$ cat src/rtl/led_blink_sw_top.sv
// LED pattern demo top: synchronised DIP/push switches, debounced pushes,
// a prescaled step tick and a pattern register driving eight user LEDs.
module led_blink_sw_top #(
    parameter int unsigned pBaseDiv  = 5_000_000,
    parameter int unsigned pDbCycles = 500_000
) (
    input  logic       iOscClk,
    input  logic       iRst,
    input  logic [3:0] iUserDipSw,
    input  logic [3:0] iUserPushSw,
    output logic [7:0] oUserLed
);

    localparam int unsigned PRE_W = $clog2(pBaseDiv);
    localparam int unsigned DB_W  = $clog2(pDbCycles);
    localparam logic [PRE_W-1:0] PRE_LAST = PRE_W'(pBaseDiv - 1);
    localparam logic [DB_W-1:0]  DB_LAST  = DB_W'(pDbCycles - 1);

    typedef enum logic [1:0] {
        MODE_COUNT  = 2'b00,
        MODE_ROTATE = 2'b01,
        MODE_BLINK  = 2'b10,
        MODE_ECHO   = 2'b11
    } mode_e;

    logic [3:0]       dip_meta_q,  dip_meta_d;
    logic [3:0]       dip_sync_q,  dip_sync_d;
    logic [3:0]       push_meta_q, push_meta_d;
    logic [3:0]       push_sync_q, push_sync_d;
    logic [DB_W-1:0]  db_cnt_q [4];
    logic [DB_W-1:0]  db_cnt_d [4];
    logic [3:0]       db_q,        db_d;
    logic [1:0]       db_prev_q,   db_prev_d;   // {restart, reverse} one cycle ago
    logic [PRE_W-1:0] pre_cnt_q,   pre_cnt_d;
    logic [2:0]       tick_cnt_q,  tick_cnt_d;
    logic             dir_q,       dir_d;
    mode_e            mode_prev_q, mode_prev_d;
    logic [7:0]       pattern_q,   pattern_d;
    logic [7:0]       led_q,       led_d;

    mode_e      mode_cur;
    logic       base_tick;
    logic       step_tick;
    logic [2:0] speed_mask;
    logic       reverse_rise;
    logic       restart_rise;

    assign mode_cur = mode_e'(dip_sync_q[1:0]);
    assign oUserLed = led_q;

    // Two-stage synchronisers for both switch banks
    always_comb begin
        dip_meta_d  = iUserDipSw;
        dip_sync_d  = dip_meta_q;
        push_meta_d = iUserPushSw;
        push_sync_d = push_meta_q;
    end

    // Per-bit debounce: accept a new value after pDbCycles consecutive differing cycles
    always_comb begin
        db_d = db_q;
        for (int unsigned i = 0; i < 4; i++) begin
            db_cnt_d[i] = '0;
            if (push_sync_q[i] != db_q[i]) begin
                if (db_cnt_q[i] == DB_LAST) begin
                    db_d[i] = push_sync_q[i];
                end else begin
                    db_cnt_d[i] = db_cnt_q[i] + 1'b1;
                end
            end
        end
        db_prev_d    = {db_q[3], db_q[1]};
        reverse_rise = db_q[1] & ~db_prev_q[0];
        restart_rise = db_q[3] & ~db_prev_q[1];
    end

    // Free-running prescaler and tick counter producing the step tick
    always_comb begin
        base_tick  = (pre_cnt_q == PRE_LAST);
        pre_cnt_d  = base_tick ? '0 : pre_cnt_q + 1'b1;
        tick_cnt_d = tick_cnt_q + {2'b00, base_tick};
        case (dip_sync_q[3:2])
            2'd0:    speed_mask = 3'b000;
            2'd1:    speed_mask = 3'b001;
            2'd2:    speed_mask = 3'b011;
            default: speed_mask = 3'b111;
        endcase
        // Step fires when the low n bits are all ones, so speed changes
        // never need to clear the tick counter.
        step_tick = base_tick && ((tick_cnt_q & speed_mask) == speed_mask);
    end

    // Pattern, direction and LED output selection
    always_comb begin
        pattern_d   = pattern_q;
        dir_d       = dir_q ^ reverse_rise;
        mode_prev_d = mode_cur;
        if (mode_cur != MODE_ECHO) begin
            if (mode_cur != mode_prev_q) begin
                pattern_d = (mode_cur == MODE_ROTATE) ? 8'h01 : 8'h00;
            end else if (restart_rise) begin
                pattern_d = (mode_cur == MODE_ROTATE) ? 8'h01 : 8'h00;
            end else if (step_tick && !db_q[0]) begin
                case (mode_cur)
                    MODE_COUNT:  pattern_d = dir_q ? pattern_q - 8'd1 : pattern_q + 8'd1;
                    MODE_ROTATE: pattern_d = dir_q ? {pattern_q[0], pattern_q[7:1]}
                                                   : {pattern_q[6:0], pattern_q[7]};
                    MODE_BLINK:  pattern_d = ~pattern_q;
                    default:     pattern_d = pattern_q;
                endcase
            end
        end
        if (mode_cur == MODE_ECHO) begin
            led_d = {dip_sync_q, db_q};
        end else begin
            led_d = pattern_q ^ {8{db_q[2]}};
        end
    end

    // State registers, all cleared asynchronously
    always_ff @(posedge iOscClk or posedge iRst) begin
        if (iRst) begin
            dip_meta_q  <= '0;
            dip_sync_q  <= '0;
            push_meta_q <= '0;
            push_sync_q <= '0;
            for (int unsigned i = 0; i < 4; i++) begin
                db_cnt_q[i] <= '0;
            end
            db_q        <= '0;
            db_prev_q   <= '0;
            pre_cnt_q   <= '0;
            tick_cnt_q  <= '0;
            dir_q       <= 1'b0;
            mode_prev_q <= MODE_COUNT;
            pattern_q   <= '0;
            led_q       <= '0;
        end else begin
            dip_meta_q  <= dip_meta_d;
            dip_sync_q  <= dip_sync_d;
            push_meta_q <= push_meta_d;
            push_sync_q <= push_sync_d;
            for (int unsigned i = 0; i < 4; i++) begin
                db_cnt_q[i] <= db_cnt_d[i];
            end
            db_q        <= db_d;
            db_prev_q   <= db_prev_d;
            pre_cnt_q   <= pre_cnt_d;
            tick_cnt_q  <= tick_cnt_d;
            dir_q       <= dir_d;
            mode_prev_q <= mode_prev_d;
            pattern_q   <= pattern_d;
            led_q       <= led_d;
        end
    end

endmodule

$ cat config.mk
export PLATFORM = sky130hd
export DESIGN_NAME = led_blink_sw_top
export DESIGN_NICKNAME = d
export VERILOG_FILES = /design/src/rtl/led_blink_sw_top.sv
export SDC_FILE = /design/constraint.sdc
export NUM_CORES = 1
export LEC_CHECK = 0
export ABC_AREA = 1
export BUFFER_PORTS_ARGS = -buffer_cell sky130_fd_sc_hd__buf_4
export CAP_MARGIN = 20
export CORE_ASPECT_RATIO = 0.7
export CORE_MARGIN = 5
export CORE_UTILIZATION = 50
export DETAILED_ROUTE_END_ITERATION = 8
export PLACE_DENSITY = 0.69
export SLEW_MARGIN = 20
export SYNTH_ARGS = -nofsm -noshare
export SYNTH_HDL_FRONTEND = slang
export SYNTH_SLANG_ARGS = --single-unit
$ cat constraint.sdc
create_clock -name iOscClk -period 4.6 [get_ports iOscClk]
set_clock_uncertainty 0.1 [all_clocks]
set_input_delay 0.92 -clock iOscClk [delete_from_list [all_inputs] [get_ports iOscClk]]
set_output_delay 0.92 -clock iOscClk [all_outputs]
set_load 0.005 [all_outputs]
==> Word-level counts from Yosys, hierarchy flattened <==
Index checks and enable logic that the tools add are counted.
{ "classes": {"add_sub_neg": 8, "eq_ne": 17, "mux": 18, "n_bitwise": 8, "reduce_logical": 12} }
{ "ops": {"columns": ["op", "n"], "rows": [
  ["two-way mux 19 bit", 8],
  ["adder 19 x 1 -> 19 bit, second input constant", 4],
  ["equality test 19 bit, second input constant", 4],
  ["two-way mux 8 bit", 6],
  ["one-hot mux 8 bit (3 select lines)", 1],
  ["adder 23 x 1 -> 23 bit, second input constant", 1],
  ["equality test 23 bit, second input constant", 1],
  ["two-way mux 23 bit", 1],
  ["one-hot mux 3 bit (3 select lines)", 1],
  ["adder 8 x 1 -> 8 bit, second input constant", 1],
  ["inverter 8 bit", 1],
  ["AND reduction 2 bit", 4],
  ["subtractor 8 x 1 -> 8 bit, second input constant", 1],
  ["XOR 8 bit", 1],
  ["equality test 2 bit, second input constant", 3],
  ["nonzero test 5 bit", 1],
  ["equality test 2 x 1 -> 1 bit, second input constant", 2],
  ["zero test 2 bit", 2],
  ["!= test 1 bit", 4],
  ["adder 3 x 1 -> 3 bit", 1],
  ["bitwise AND 3 bit", 1],
  ["equality test 3 bit", 1],
  ["AND reduction 3 bit", 1],
  ["nonzero test 3 bit", 1],
  ["8 further kinds", 11]
]} }
{ "word_totals": {"register_bits": 143, "in_bits": 10, "out_inout_bits": 8, "elab_cells": 82} }

==> Longest topological paths before layout <==
Gate-level depths: netlist of the first run.
{ "depth": {"word_depth": 9, "ltp_mapped": 11, "mapped_depth_nobuf": 11} }

==> Worst setup path before layout of the first run <==
OpenSTA, ideal clock, no wires.
{ "synth_path": {"path_kind": "reg-to-reg", "start": "register dir_q", "end": "register pattern_q[4]", "setup_ns": 0.116, "t_arrival_ns": 1.739, "required_ns": 4.384, "slack_ns": 2.645, "stages_incl_launch_ff": 11, "n_path_buf": 0, "synth_period_minus_slack_ns": 1.955, "path_cell_list": "dfrtp_1 > fa_1 > nand2_1 > inv_1 > o21ai_0 > nand2_1 > or2_2 > nand3_1 > nand2_1 > nand2_1 > nand2_1"} }
{ "synth_between": {"elab_chain_cells": 5, "word_cells_on_any_way": 6, "classes_between": "6 x mux"} }
{ "synth_rtl": {"columns": ["item", "line_no", "text"], "rows": [
  ["start: declaration", "36", "logic dir_q, dir_d;"],
  ["start signal: assignment", "150", "dir_q <= dir_d;"],
  ["two-way mux 8 bit (on tied branches)", "106, 105", null],
  ["one-hot mux 8 bit (3 select lines) *", "104", "case (mode_cur)"],
  ["two-way mux 8 bit *", "103", "end else if (step_tick && !db_q[0]) begin"],
  ["two-way mux 8 bit *", "101", "end else if (restart_rise) begin"],
  ["two-way mux 8 bit *", "99", "if (mode_cur != mode_prev_q) begin"],
  ["end signal: assignment", "152", "pattern_q <= pattern_d;"],
  ["end: declaration", "38", "logic [7:0] pattern_q, pattern_d;"]
]} }
Every way passes the cells marked *; elsewhere a longest branch is shown, timed or not. The select of a mux whose other input is x is not followed.
A chain may end at the register's enable or synchronous reset.

==> Worst setup path in the final report of the first run <==
Same ends and word-level chain as after synthesis.

==> results of run 1 <==
==> kinds of logic (layout without fill, tap and decap cells) <==
logic type / count (synthesis) / after routing / synth area share
AND/OR/NAND/NOR: 573 / 573 / 0.3349
buffers and inverters: 151 / 196 / 0.07229
adder cells (fa/ha/maj): 18 / 18 / 0.02942
AO/OA/AOI/OAI: 75 / 75 / 0.05125
flip-flops: 143 / 143 / 0.4524
XOR/XNOR: 54 / 54 / 0.05979
==> sequential cells by signal (all words and copies together), names as in the netlist <==
register / cells
db_cnt_q: 76
db_prev_q: 2
db_q: 4
dip_meta_q: 4
dip_sync_q: 4
dir_q: 1
mode_prev_q: 2
oUserLed: 8
pattern_q: 8
pre_cnt_q: 23
push_meta_q: 4
push_sync_q: 4
tick_cnt_q: 3
==> where the power goes <==
| part | switching [mW] | internal [mW] |
|---|---|---|
| logic | 0.0794 | 0.0348 |
| clock network | 0.546 | 0.885 |
| registers | 0.0187 | 1.28 |
==> final cells by class <==
cell class / instances / area (sq um)
timing repair buffer: 19 / 155.1
clock inverter: 12 / 158.9
fill: 1399 / 6593
inverter: 145 / 548.0
multi-input combinational: 720 / 3760
tap: 200 / 250.2
sequential: 143 / 3578
clock buffer: 20 / 456.7
==> final timing paths <==
kind	from	endpoint	slack (ns)	cells after the start
worst min-delay path	dip_meta_q[0]	dip_sync_q[0]	0.25	0
worst min register to register	dip_meta_q[0]	dip_sync_q[0]	0.25	0
worst max register to register	dir_q	pattern_q[4]	2.48	10
max in group asynchronous	iRst	oUserLed[3]	3.08	3
worst max-delay path	dir_q	pattern_q[4]	2.48	10
min in group asynchronous	iRst	push_meta_q[2]	0.41	2
==> critical path, cell delays in order (launching register included) <==
cell	delay (ns)
dfrtp_1	0.56
fa_1	0.52
nand2_1	0.08
inv_1	0.04
o21ai_0	0.13
nand2_1	0.08
or2_2	0.27
nand3_1	0.07
nand2_1	0.06
nand2_1	0.05
nand2_1	0.05
==> cells in the final DEF (no fill, tap or decap), drive strengths merged, types with 22 or more instances in the layout <==
| master | n |
|---|---|
| nor3 | 51 |
| dfrtp | 143 |
| inv | 145 |
| nor2 | 164 |
| nand3 | 70 |
| nand2 | 223 |
| a21oi | 22 |
| xor2 | 40 |
| nand4 | 40 |
| o21ai | 43 |
==> Yosys cell counts (all sizes together) <==
library cell    n  area share
nand2         223        0.11
nor2          164       0.084
inv           144       0.068
dfrtp         143        0.45
nand3          70       0.048
nor3           51       0.038
o21ai          43       0.028
nand4          40       0.034
xor2           40       0.044
a21oi          22       0.014
ha             17       0.027
xnor2          14       0.016
nor4            8      0.0063
nor3b           6      0.0070
nand3b          5      0.0047
or2             5      0.0040
clkbuf          4      0.0019
o21a            3      0.0028
buf             2      0.0016
o211ai          2      0.0019
o221ai          2      0.0022
a211oi          1     0.00095
a21boi          1     0.00095
and2            1     0.00079
clkinv          1     0.00047
fa              1      0.0025
o22ai           1     0.00079
==> metrics by stage <==
step	cells	hold slack (ns)
detailed placement	1227	0.2347
CTS	1259	0.2472
floorplan	1014	0.2312
global route	1259	0.2583
finish	1259	0.2467
global placement	1227	0.2321
==> layer usage <==
layer | part of all wire | vias to the layer above | wire length (um) | GRT usage
li1 | - | 3338 | - | -
met1 | 0.54 | 3041 | 9500 | 0.3189
met2 | 0.39 | 236 | 6919 | 0.2739
met3 | 0.065 | 11 | 1157 | 0.04192
met4 | 0.0090 | 0 | 160 | 0.05387
met5 | 0 | - | 0 | 0
==> metrics.md, run 1 <==
| Metric | Value |
|---|---|
| Run status | `finished clean` |
| Fin area | `a little under 9000 sq um` |
| Horizontal die dimension | `~160 um` |
| Port Buf Inserts | `17` |
| Leak Pwr | `around 4.1 nW` |
| Number of hold buffers added after CTS | `0` |
| Number of clock sinks | `around 140` |
| Type of the tightest min-delay check | `reg -> reg` |
| Post-synthesis cell type count | `44` |
| RSZ-0062 raised after global routing | `no` |
| DRC viols | `0` |
| Worst-case vdd ir drop | `around 0.23 mV` |
| Number of buffers added by the clock tree synthesis step | `17` |
| Detail-routed net length per standard cell | `roughly 14 um` |
| Final TNS setup | `0 ns` |
| Remaining number of nets flagged by the antenna check after routing | `0` |
| Syn Area/Cell | `~7.8 sq um` |
| Slew Limit Fails | `0` |
| Global route total overflow | `0` |
| Startpoint type of the worst setup path | `flip-flop` |
| Vias in the first global route | `between 6000 and 7000` |
| Root buffer cell | `clkbuf_16` |
| Core Util, Final | `0.5747` |
| Total I/O pin count | `18` |
| Initial antenna violation count | `0` |
| Placement-stage worst setup slack | `~2.5 ns` |
| Maximum number of pins on one net before global-route repair | `between 70 and 80` |
| Number of warnings printed during yosys synthesis | `0` |
| Wire length of the first global-routing pass | `about 30 mm` |
| Sequential-to-total area share from yosys stat | `0.4524` |
| Die area | `about 18000 sq um` |
| Setup WS post-layout | `between 2 and 2.5 ns` |
| Layout overhead on the synthesized area | `12.61%` |
| Endpoint arrival time on the critical path | `between 2 and 2.5 ns` |
| Gate count after technology mapping | `about 1000` |
| Number of resized instances in the post-cts repair step | `0` |
| Pwr per Cell Area | `about 320 nW/um^2` |
| Total Routing Usage GR | `0.2003` |
| Number of vias after detailed routing | `between 6000 and 7000` |
| Nets | `between 1000 and 1500` |
| First-iteration detailed-routing DRC count | `approximately 730` |
| Initial standard-cell utilization of the core | `0.5103` |
| CTS tree | `done` |
| Maximum Capacitance Violations | `0` |
| Max-slew headroom | `0.6246` |
| HPWL after detailed placement | `between 10 and 15 mm` |
| Synthesized net count | `roughly 1000` |
| Worst skew pair latency | `0.41 ns` |
| Number of hold violations in the final report | `0` |
| Detailed Routing Iterations Pass 1 | `6` |
| Highest achievable clock rate | `0.4716 GHz` |
| Total chip power | `2.843 mW` |
| Post-CTS setup-driven buffer insertion count | `0` |
| Area of placed instances | `approximately 8300 sq um` |
| Fraction of layout instances using a drive strength above 1 | `0.09065` |
| Floorplan Core Area | `approximately 15000 sq um` |
| Aggregate routed wire length | `about 18 mm` |
| Number of register bits inferred by synthesis | `~140` |
| Final period utilization | `0.4610` |
| Clock-pin slew on the worst setup and hold paths | `0.06 ns` |
| Largest fanout of any net on the critical path | `14` |
| Setup crit end kind | `flip-flop` |
| Rows | `38` |
| Slew at the pin closest to its max-slew limit | `about 0.56 ns` |
| Detail-routed via count per cell | `around 5.3` |
| Maximum clock path buffer count | `2` |
| Diode insertion count for antenna repair | `0` |
| Endpoint required time on the critical path | `between 4 and 5 ns` |
| Final setup violation count | `0` |
| Crit path kind | `reg -> reg` |
| H-tree depth | `4` |
| Routability Congestion | `0.9370` |
| Die Ht | `115.2 um` |
| Crit path time final | `2.121 ns` |
| Mapped cell area | `7910 sq um` |
Note: power is estimated with default switching activity, not from simulation.
==> run 2, diff against run 1 <==
--- a/config.mk
+++ b/config.mk
@@ -12,7 +12,7 @@
 export CORE_MARGIN = 5
 export CORE_UTILIZATION = 50
 export DETAILED_ROUTE_END_ITERATION = 8
-export PLACE_DENSITY = 0.69
+export PLACE_DENSITY = 0.66
 export SLEW_MARGIN = 20
 export SYNTH_ARGS = -nofsm -noshare
 export SYNTH_HDL_FRONTEND = slang
==> constraint.sdc (replaced) <==
create_clock -name iOscClk -period 2.19 [get_ports iOscClk]
set_clock_uncertainty 0.1 [all_clocks]
set_input_delay 0.438 -clock iOscClk [delete_from_list [all_inputs] [get_ports iOscClk]]
set_output_delay 0.438 -clock iOscClk [all_outputs]
set_load 0.005 [all_outputs]
==> metrics.md, run 2 (same netlist as run 1, synthesis figures left out) <==
| Metric | Value |
|---|---|
| Run status | `finished clean (unchanged)` |
| Startpoint type of the worst setup path | `flip-flop (unchanged)` |
| Port Buf Inserts | `17 (unchanged)` |
| Number of vias after detailed routing | `6536 (was 6626)` |
| Horizontal die dimension | `160.3 um (unchanged)` |
| Commonest cells after routing, fill and taps aside | `219 x nand2_1, 153 x nor2_1, 143 x dfrtp_1 (unchanged)` |
| Max-slew headroom | `0.6712 (was 0.6246)` |
| Startpoint of the worst register-to-register path | `dir_q (unchanged)` |
| Critical path, cell by cell | `fa_1 > nand2_1 > inv_1 > o21ai_0 > nand2_1 > or2_2 > nand3_1 > nand2_1 > nand2_1 > nand2_1 (unchanged)` |
| Number of buffers added by the clock tree synthesis step | `17 (unchanged)` |
| Crit path time final | `1.951 ns (was 2.121 ns)` |
| Layout overhead on the synthesized area | `13.02% (was 12.61%)` |
| Worst path bufs/invs | `1 (unchanged)` |
| Crit path kind | `reg -> reg (unchanged)` |
| Largest fanout of any net on the critical path | `4 (was 14)` |
| Largest register FFs | `76 (unchanged)` |
| Die Ht | `115.2 um (unchanged)` |
| Fraction of layout instances using a drive strength above 1 | `0.09568 (was 0.09065)` |
| Hold Crit Start | `iUserPushSw[3] (was dip_meta_q[0])` |
| Initial standard-cell utilization of the core | `0.5103 (unchanged)` |
| Detail-routed via count per cell | `5.163 (was 5.263)` |
| Global route total overflow | `0 (unchanged)` |
| Total placed cells including tap cells | `1234 (was 1227)` |
| Initial antenna violation count | `0 (unchanged)` |
| Cell type group with the largest total delay on the critical path | `simple AND/OR/NAND/NOR gates (unchanged)` |
| Total I/O pin count | `18 (unchanged)` |
| Routability Congestion | `0.9292 (was 0.9370)` |
| Root buffer cell | `clkbuf_16 (unchanged)` |
| H-tree depth | `4 (unchanged)` |
| Wire length of the first global-routing pass | `30.90 mm (was 30.27 mm)` |
| Biggest register | `db_cnt_q (unchanged)` |
| Diode insertion count for antenna repair | `0 (unchanged)` |
| Number of clock sinks | `143 (unchanged)` |
| Pwr per Cell Area | `647.9 nW/um^2 (was 319.2 nW/um^2)` |
| Core Util, Final | `0.5768 (was 0.5747)` |
| Slew at the pin closest to its max-slew limit | `0.4905 ns (was 0.5631 ns)` |
| Rows | `38 (unchanged)` |
| Maximum Capacitance Violations | `0 (unchanged)` |
| Top flop regs | `db_cnt_q x76, pre_cnt_q x23 (unchanged)` |
| Detailed Routing Iterations Pass 1 | `5 (was 6)` |
| Die area | `18480 sq um (unchanged)` |
| Worst-case vdd ir drop | `0.4252 mV (was 0.2290 mV)` |
| Worst skew pair latency | `0.42 ns (was 0.41 ns)` |
| First-iteration detailed-routing DRC count | `598 (was 728)` |
| Endpoint required time on the critical path | `2.40 ns (was 4.80 ns)` |
| Most common cell type on the critical path | `nand2_1 (unchanged)` |
| Number of fillers in the final layout | `1416 (was 1399)` |
| Maximum clock path buffer count | `2 (unchanged)` |
| Total chip power | `5.792 mW (was 2.843 mW)` |
| Total Routing Usage GR | `0.2070 (was 0.2003)` |
| DRC viols | `0 (unchanged)` |
| Setup crit end kind | `flip-flop (unchanged)` |
| Slowest stage cell, crit path | `fa_1 (was dfrtp_1)` |
| Slew Limit Fails | `0 (unchanged)` |
| Remaining number of nets flagged by the antenna check after routing | `0 (unchanged)` |
| Floorplan Core Area | `15500 sq um (unchanged)` |
| Worst path max stage delay | `0.49 ns (was 0.56 ns)` |
| CTS tree | `done (unchanged)` |
| Highest achievable clock rate | `0.5124 GHz (was 0.4716 GHz)` |
| Final period utilization | `0.8911 (was 0.4610)` |
| Number of resized instances in the post-cts repair step | `0 (unchanged)` |
| Nets | `1082 (was 1074)` |
| Final setup violation count | `0 (unchanged)` |
| Detail-routed net length per standard cell | `13.97 um (was 14.09 um)` |
| Clock-pin slew on the worst setup and hold paths | `0.06 ns (about the same)` |
| Aggregate routed wire length | `17.68 mm (was 17.74 mm)` |
| Leak Pwr | `4.133 nW (was 4.094 nW)` |
| Final TNS setup | `0 ns (unchanged)` |
| Number of standard cells in the layout, taps in and fillers out | `1266 (was 1259)` |
| Maximum number of pins on one net before global-route repair | `72 (was 79)` |
| Startpoint of the most critical setup path | `dir_q (unchanged)` |
| RSZ-0062 raised after global routing | `no (unchanged)` |
| Leading cell type in the layout, fill and taps excluded | `nand2_1 (unchanged)` |
| HPWL after detailed placement | `13.11 mm (was 12.92 mm)` |
| Vias in the first global route | `6094 (was 6128)` |
| Type of the tightest min-delay check | `in -> reg (was reg -> reg)` |
| Number of hold violations in the final report | `0 (unchanged)` |
| Endpoint arrival time on the critical path | `2.17 ns (was 2.32 ns)` |
==> run 2: cell count changes in the layout (fill, tap and decap cells not counted) <==
cell,previous run,this run
buf_4,18,24
dlygate4sd3_1,0,1
clkinv_2,1,5
bufinv_16,3,2
clkinvlp_4,6,4
buf_12,1,2
inv_6,2,0
==> run 2: worst paths after layout <==
check	end	slack, ns	cells past startpoint
setup reg to reg	pattern_q[4]	0.24	10
hold reg to reg	push_sync_q[2]	0.25	0
max in group asynchronous	db_cnt_q[1]	0.85	4
setup / recovery	pattern_q[4]	0.24	10
min in group asynchronous	db_cnt_q[35]	0.46	3
hold / removal	push_meta_q[3]	0.02	1
==> run 2: routing by layer <==
| layer | vias to the layer above | part of all wire | routed length, um | track usage |
|---|---|---|---|---|
| met5 | - | 0 | 0 | 0 |
| met4 | 0 | 0.011 | 191 | 0.05731 |
| met3 | 17 | 0.067 | 1176 | 0.04658 |
| met2 | 181 | 0.37 | 6463 | 0.2657 |
| met1 | 2982 | 0.56 | 9852 | 0.3408 |
| li1 | 3356 | - | - | - |
==> run 2: repair_timing <==
action	4_1_cts	5_1_grt
setup buffers	0	0
hold endpoints to repair	12	0
hold buffers	1	0
==> run 2: final cells by class <==
cell class                      instances  area [sq um]  area share
Clock buffer                           20         456.7     0.05108
Inverter                              145         548.0     0.06130
Clock inverter                         11         116.4     0.01302
Tap cell                              200         250.2     0.02799
Multi-Input combinational cell        720          3760      0.4206
Sequential cell                       143          3578      0.4003
Timing Repair Buffer                   27         230.2     0.02575
==> run 2: worst register-to-register path: cells and delay by family, from the launching register on <==
family | cells | cell delay, ns
and+or+nand+nor | 7 | 0.64
adders and majority gates | 1 | 0.49
DFF | 1 | 0.44
AOI/OAI and AO/OA | 1 | 0.13
buffers and inverters | 1 | 0.04
==> run 2: where the power goes <==
group	switching, mW	internal, mW	leakage (nW)
clock network	1.09	1.72	0.277
registers	0.0330	2.69	1.93
logic	0.177	0.0822	1.93
total	1.30	4.49	4.13
==> run 2: metrics by stage <==
stage          setup slack [ns]  hold slack [ns]  cell area [sq um]
6_report                 0.2385          0.01676               8940
5_1_grt                 0.07059         0.001497               8940
4_1_cts                  0.2472        0.0009433               8940
3_5_place_dp             0.2562           0.2347               8357
3_3_place_gp             0.2785           0.2329               8357
2_1_floorplan           -0.1391           0.2312               7914
